## src/rtl/aes_key_expand.sv

```systemverilog
// AES-128 round-key generator: produces round keys 0..NR one at a time on request.
// Optional round-key store enabled by defining AES_KEYEXP_STORE_EN.
module aes_key_expand #(
    parameter int NR = 10
) (
    input  logic         clk,
    input  logic         reset,
    input  logic         start,
    input  logic [127:0] key,
    input  logic         next,
    output logic [127:0] round_key,
    output logic [3:0]   round,
    output logic         valid,
    output logic         busy,
    output logic         done,
    input  logic [3:0]   rd_addr,
    output logic [127:0] rd_key
);

    localparam logic [2:0] S_IDLE  = 3'd0;
    localparam logic [2:0] S_READY = 3'd1;
    localparam logic [2:0] S_SUB   = 3'd2;
    localparam logic [2:0] S_MIX   = 3'd3;
    localparam logic [2:0] S_DONE  = 3'd4;
    localparam logic [3:0] LAST    = 4'(NR);

    function automatic logic [7:0] gf_mul(input logic [7:0] a, input logic [7:0] b);
        logic [7:0] p;
        logic [7:0] x;
        p = 8'h00;
        x = a;
        for (int i = 0; i < 8; i++) begin
            if (b[i]) p = p ^ x;
            x = {x[6:0], 1'b0} ^ (x[7] ? 8'h1b : 8'h00);
        end
        return p;
    endfunction

    // Multiplicative inverse as a^254 (0 maps to 0), followed by the affine transform.
    function automatic logic [7:0] sbox(input logic [7:0] a);
        logic [7:0] x;
        logic [7:0] inv;
        x   = a;
        inv = 8'h01;
        for (int i = 1; i < 8; i++) begin
            x   = gf_mul(x, x);
            inv = gf_mul(inv, x);
        end
        return inv ^ {inv[6:0], inv[7]} ^ {inv[5:0], inv[7:6]}
                   ^ {inv[4:0], inv[7:5]} ^ {inv[3:0], inv[7:4]} ^ 8'h63;
    endfunction

    function automatic logic [7:0] rcon(input logic [3:0] idx);
        case (idx)
            4'd1:    return 8'h01;
            4'd2:    return 8'h02;
            4'd3:    return 8'h04;
            4'd4:    return 8'h08;
            4'd5:    return 8'h10;
            4'd6:    return 8'h20;
            4'd7:    return 8'h40;
            4'd8:    return 8'h80;
            4'd9:    return 8'h1b;
            4'd10:   return 8'h36;
            default: return 8'h00;
        endcase
    endfunction

    logic [2:0]   r_state;
    logic [127:0] r_round_key;
    logic [3:0]   r_round;
    logic         r_valid;
    logic         r_busy;
    logic         r_done;
    logic [31:0]  r_sub;

    logic [31:0]  w_rot;
    logic [3:0]   w_round_inc;
    logic [31:0]  w_t;
    logic [31:0]  w_nw0;
    logic [31:0]  w_nw1;
    logic [31:0]  w_nw2;
    logic [31:0]  w_nw3;
    logic [127:0] w_next_key;

    assign w_rot       = {r_round_key[23:0], r_round_key[31:24]};
    assign w_round_inc = r_round + 4'd1;
    assign w_t         = r_sub ^ {rcon(w_round_inc), 24'h000000};
    assign w_nw0       = r_round_key[127:96] ^ w_t;
    assign w_nw1       = r_round_key[95:64]  ^ w_nw0;
    assign w_nw2       = r_round_key[63:32]  ^ w_nw1;
    assign w_nw3       = r_round_key[31:0]   ^ w_nw2;
    assign w_next_key  = {w_nw0, w_nw1, w_nw2, w_nw3};

    // The round key is stable from READY through MIX, so a free-running lookup is safe.
    always_ff @(posedge clk) begin
        r_sub <= {sbox(w_rot[31:24]), sbox(w_rot[23:16]), sbox(w_rot[15:8]), sbox(w_rot[7:0])};
    end

    always_ff @(posedge clk) begin
        if (reset) begin
            r_state     <= S_IDLE;
            r_round_key <= '0;
            r_round     <= '0;
            r_valid     <= 1'b0;
            r_busy      <= 1'b0;
            r_done      <= 1'b0;
        end else if (start) begin
            r_state     <= S_READY;
            r_round_key <= key;
            r_round     <= '0;
            r_valid     <= 1'b1;
            r_busy      <= 1'b0;
            r_done      <= 1'b0;
        end else begin
            case (r_state)
                S_READY: begin
                    if (next && (r_round < LAST)) begin
                        r_state <= S_SUB;
                        r_valid <= 1'b0;
                        r_busy  <= 1'b1;
                    end
                end
                S_SUB: r_state <= S_MIX;
                S_MIX: begin
                    r_round_key <= w_next_key;
                    r_round     <= w_round_inc;
                    r_valid     <= 1'b1;
                    r_busy      <= 1'b0;
                    if (w_round_inc == LAST) begin
                        r_state <= S_DONE;
                        r_done  <= 1'b1;
                    end else begin
                        r_state <= S_READY;
                    end
                end
                default: ;
            endcase
        end
    end

    assign round_key = r_round_key;
    assign round     = r_round;
    assign valid     = r_valid;
    assign busy      = r_busy;
    assign done      = r_done;

`ifdef AES_KEYEXP_STORE_EN
    logic [127:0] r_store [0:10];
    logic [127:0] r_rd_key;

    always_ff @(posedge clk) begin
        if (!reset) begin
            if (start) begin
                r_store[0] <= key;
            end else if (r_state == S_MIX) begin
                r_store[w_round_inc] <= w_next_key;
            end
        end
    end

    always_ff @(posedge clk) begin
        if (reset) begin
            r_rd_key <= '0;
        end else begin
            r_rd_key <= (rd_addr <= 4'd10) ? r_store[rd_addr] : '0;
        end
    end

    assign rd_key = r_rd_key;
`else
    logic w_unused_rd_addr;
    assign w_unused_rd_addr = ^rd_addr;
    assign rd_key = '0;
`endif

endmodule

```

## config.mk

```make
export PLATFORM = sky130hd
export DESIGN_NAME = aes_key_expand
export DESIGN_NICKNAME = d
export VERILOG_FILES = /design/src/rtl/aes_key_expand.sv
export SDC_FILE = /design/constraint.sdc
export NUM_CORES = 2
export LEC_CHECK = 0
export ABC_CLOCK_PERIOD_IN_PS = 21800
export BUFFER_PORTS_ARGS = -buffer_cell sky130_fd_sc_hd__buf_2
export CAP_MARGIN = 5
export CORE_MARGIN = 2
export CORE_UTILIZATION = 40
export DETAILED_ROUTE_END_ITERATION = 6
export SLEW_MARGIN = 20
export SYNTH_ARGS = -nofsm -noshare
export SYNTH_HDL_FRONTEND = slang
export SYNTH_SLANG_ARGS = --single-unit
```

## constraint.sdc

```tcl
create_clock -name clk -period 21.8 [get_ports clk]
set_clock_uncertainty 0.2 [all_clocks]
set_input_delay 4.36 -clock clk [delete_from_list [all_inputs] [get_ports clk]]
set_output_delay 4.36 -clock clk [all_outputs]
set_load 0.03 [all_outputs]
```

==> metrics.txt <==
outcome complete, no violations; CTS root buf clkbuf_16; first-pass GRT wire length 340000 um; FF+latch count, synth 170; TritonCTS Sinks 170; Slew @ Worst Pin 1.17 ns; Yosys top cell by area xnor2_1; Post-CTS Hold Buffers 0; Layout area overhead 6.07%; Clk Latency, worst-skew pair 0.52 ns; Max clock buf depth 2; critical path class reg2reg; pin count of the biggest net entering global routing 113; Layout fillers 17289; port buffer count 266; Setup Fix Bufs, Post-CTS 0; Async SR Flop Fraction 0; HPWL after DPL 158000 um; top post-synthesis cells by area xnor2_1, xnor3_1, nor2_1, xor2_1, dfxtp_1; minimum clock period 19.11 ns; Congestion Overflow GR 0; mapped cell area 0.0686 mm2; final setup TNS 0 ns; Hold WS 0.267 ns; cell count of the worst reg-to-reg path 58; Placer Congestion 0.942; RSZ-0062 raised after global routing no; initial antenna violation count 9; Avg WL per Cell 19.0 um; Worst R2R Start round_key[15]$_SDFFE_PP0P_; synth unique cells 133; Final Hold Vio Count 0; WL final 217000 um; Die Area 0.175 mm2; Critical Path Fanout Max 25; Nets 9359; Hold EP busy$_SDFFE_PP0P_; most frequent CP cell xnor2_1; clock-pin slew on the worst setup and hold paths 0.07 ns; Antenna Nets Post-Route 0; CTS HTree Levels 4; layout cells sized above 1 0.116; Main synth FF type dfxtp_1; DR pass1 iterations 7; r2r endpoint r_sub[23]$_DFF_P_; Synth Warn # 0; worst path arrival time 19.28 ns; post-CTS sizing 0; Max Freq 0.0523 GHz; vias in the first global route 59355; Initial Util 0.404; Post-synth EDFFs 0; Largest stage delay, worst path 0.70 ns; Tightest Hold Check Type reg2reg; top-count cell post-synth xnor2_1; commonest cells in the netlist xnor2_1, nor2_1, nand2_1; CTS tree yes; launching element type of the critical path register; DR vias 65251; Global Route Usage Sum 0.237; Placed Area 0.0720 mm2; Avg Inst Size Synth 7.39 um2; final worst-path cycle share 0.876; core area 0.170 mm2; WHS Path Cells 2; First DRT Iteration DRCs 5823; Critical Path RT 21.97 ns; Die Y 418 um; vias per inst 5.71; Synth Instances 9274; fin area 0.0727 mm2; Slew Limit Fails 0; final core occ 0.428; num rows 151; Rel. slew slack 0.212; clock buffer count from CTS 17; Worst Min Path Start busy$_SDFFE_PP0P_; die width 418 um; # setup viols final 0; max capacitance violation total 0; Top Ports 399; area share of the largest cell type after synthesis 0.206; Crit-path slowest cell inv_1; R2R setup slack 2.69 ns; Seq/Total Area, Yosys 0.0496; CP Capture Type register; DRC violations left 0
[stage by stage]
stage	setup slack, ns	std cells
final	2.69	11429
after floorplan	6.32	9401
after detailed placement	3.00	11389
after global placement	3.35	11389
after CTS	2.86	11421
after global routing	1.70	11429
[state kept, by name, summed over array words and instances (netlist names)]
| name | flops |
|---|---|
| busy | 1 |
| r_sub | 32 |
| r_state | 3 |
| round | 4 |
| done | 1 |
| round_key | 128 |
| valid | 1 |
[cell families after synthesis]
family	share of synthesized area
AND/OR/NAND/NOR	0.206
XOR/XNOR	0.445
AO/OA/AOI/OAI	0.190
buffers and inverters	0.0629
multiplexers	0.0398
flip-flops	0.0496
adder cells (fa/ha/maj)	0.00675
other	0.0000547
[critical path, delay by kind of cell, from the launching register on]
family | cells | cell delay, ns
AO/OA/AOI/OAI | 7 | 1.67
XOR/XNOR | 28 | 9.80
adder cells (fa/ha/maj) | 3 | 1.36
buffers and inverters | 8 | 2.36
flip-flops | 1 | 0.30
multiplexers | 3 | 1.00
AND/OR/NAND/NOR | 9 | 2.21
[cells in the final DEF (no fill, tap or decap), types with 239 or more instances in the layout]
cell type,count
o21ai_0,431
nor2_1,1362
nand2_1,862
xnor2_1,1544
xor2_1,462
xnor3_1,291
buf_2,264
nand3_1,239
a21oi_1,648
buf_4,291
[worst max-delay path by stage]
stage / from / endpoint / depth (start not counted)
3_3_place_gp: round_key[15]$_SDFFE_PP0P_ / r_sub[23]$_DFF_P_ / 58
5_1_grt: round_key[15]$_SDFFE_PP0P_ / r_sub[23]$_DFF_P_ / 58
4_1_cts: round_key[15]$_SDFFE_PP0P_ / r_sub[23]$_DFF_P_ / 58
2_1_floorplan: round_key[14]$_SDFFE_PP0P_ / r_sub[23]$_DFF_P_ / 63
6_report: round_key[15]$_SDFFE_PP0P_ / r_sub[23]$_DFF_P_ / 58
3_5_place_dp: round_key[15]$_SDFFE_PP0P_ / r_sub[23]$_DFF_P_ / 58
[layout make-up]
class	instances	area, um2	area share
clock buffer	18	429	0.00590
sequential	170	3400	0.0468
inverter	113	424	0.00583
clock inverter	14	204	0.00280
antenna	8	20.0	0.000275
timing repair buffer	556	3520	0.0484
multi-input combinational	8332	62000	0.852
tap	2218	2780	0.0382
[per-layer routing]
metal	global-route usage	up-vias	part of all wire
li1	-	31591	-
met5	0	-	0
met2	0.394	2200	0.47
met1	0.321	31182	0.44
met3	0.0139	278	0.049
met4	0.0901	0	0.039
Power is left out: the tool's default activity adds up to more than one toggle a clock period on the data nets, which glitch-free logic cannot reach.
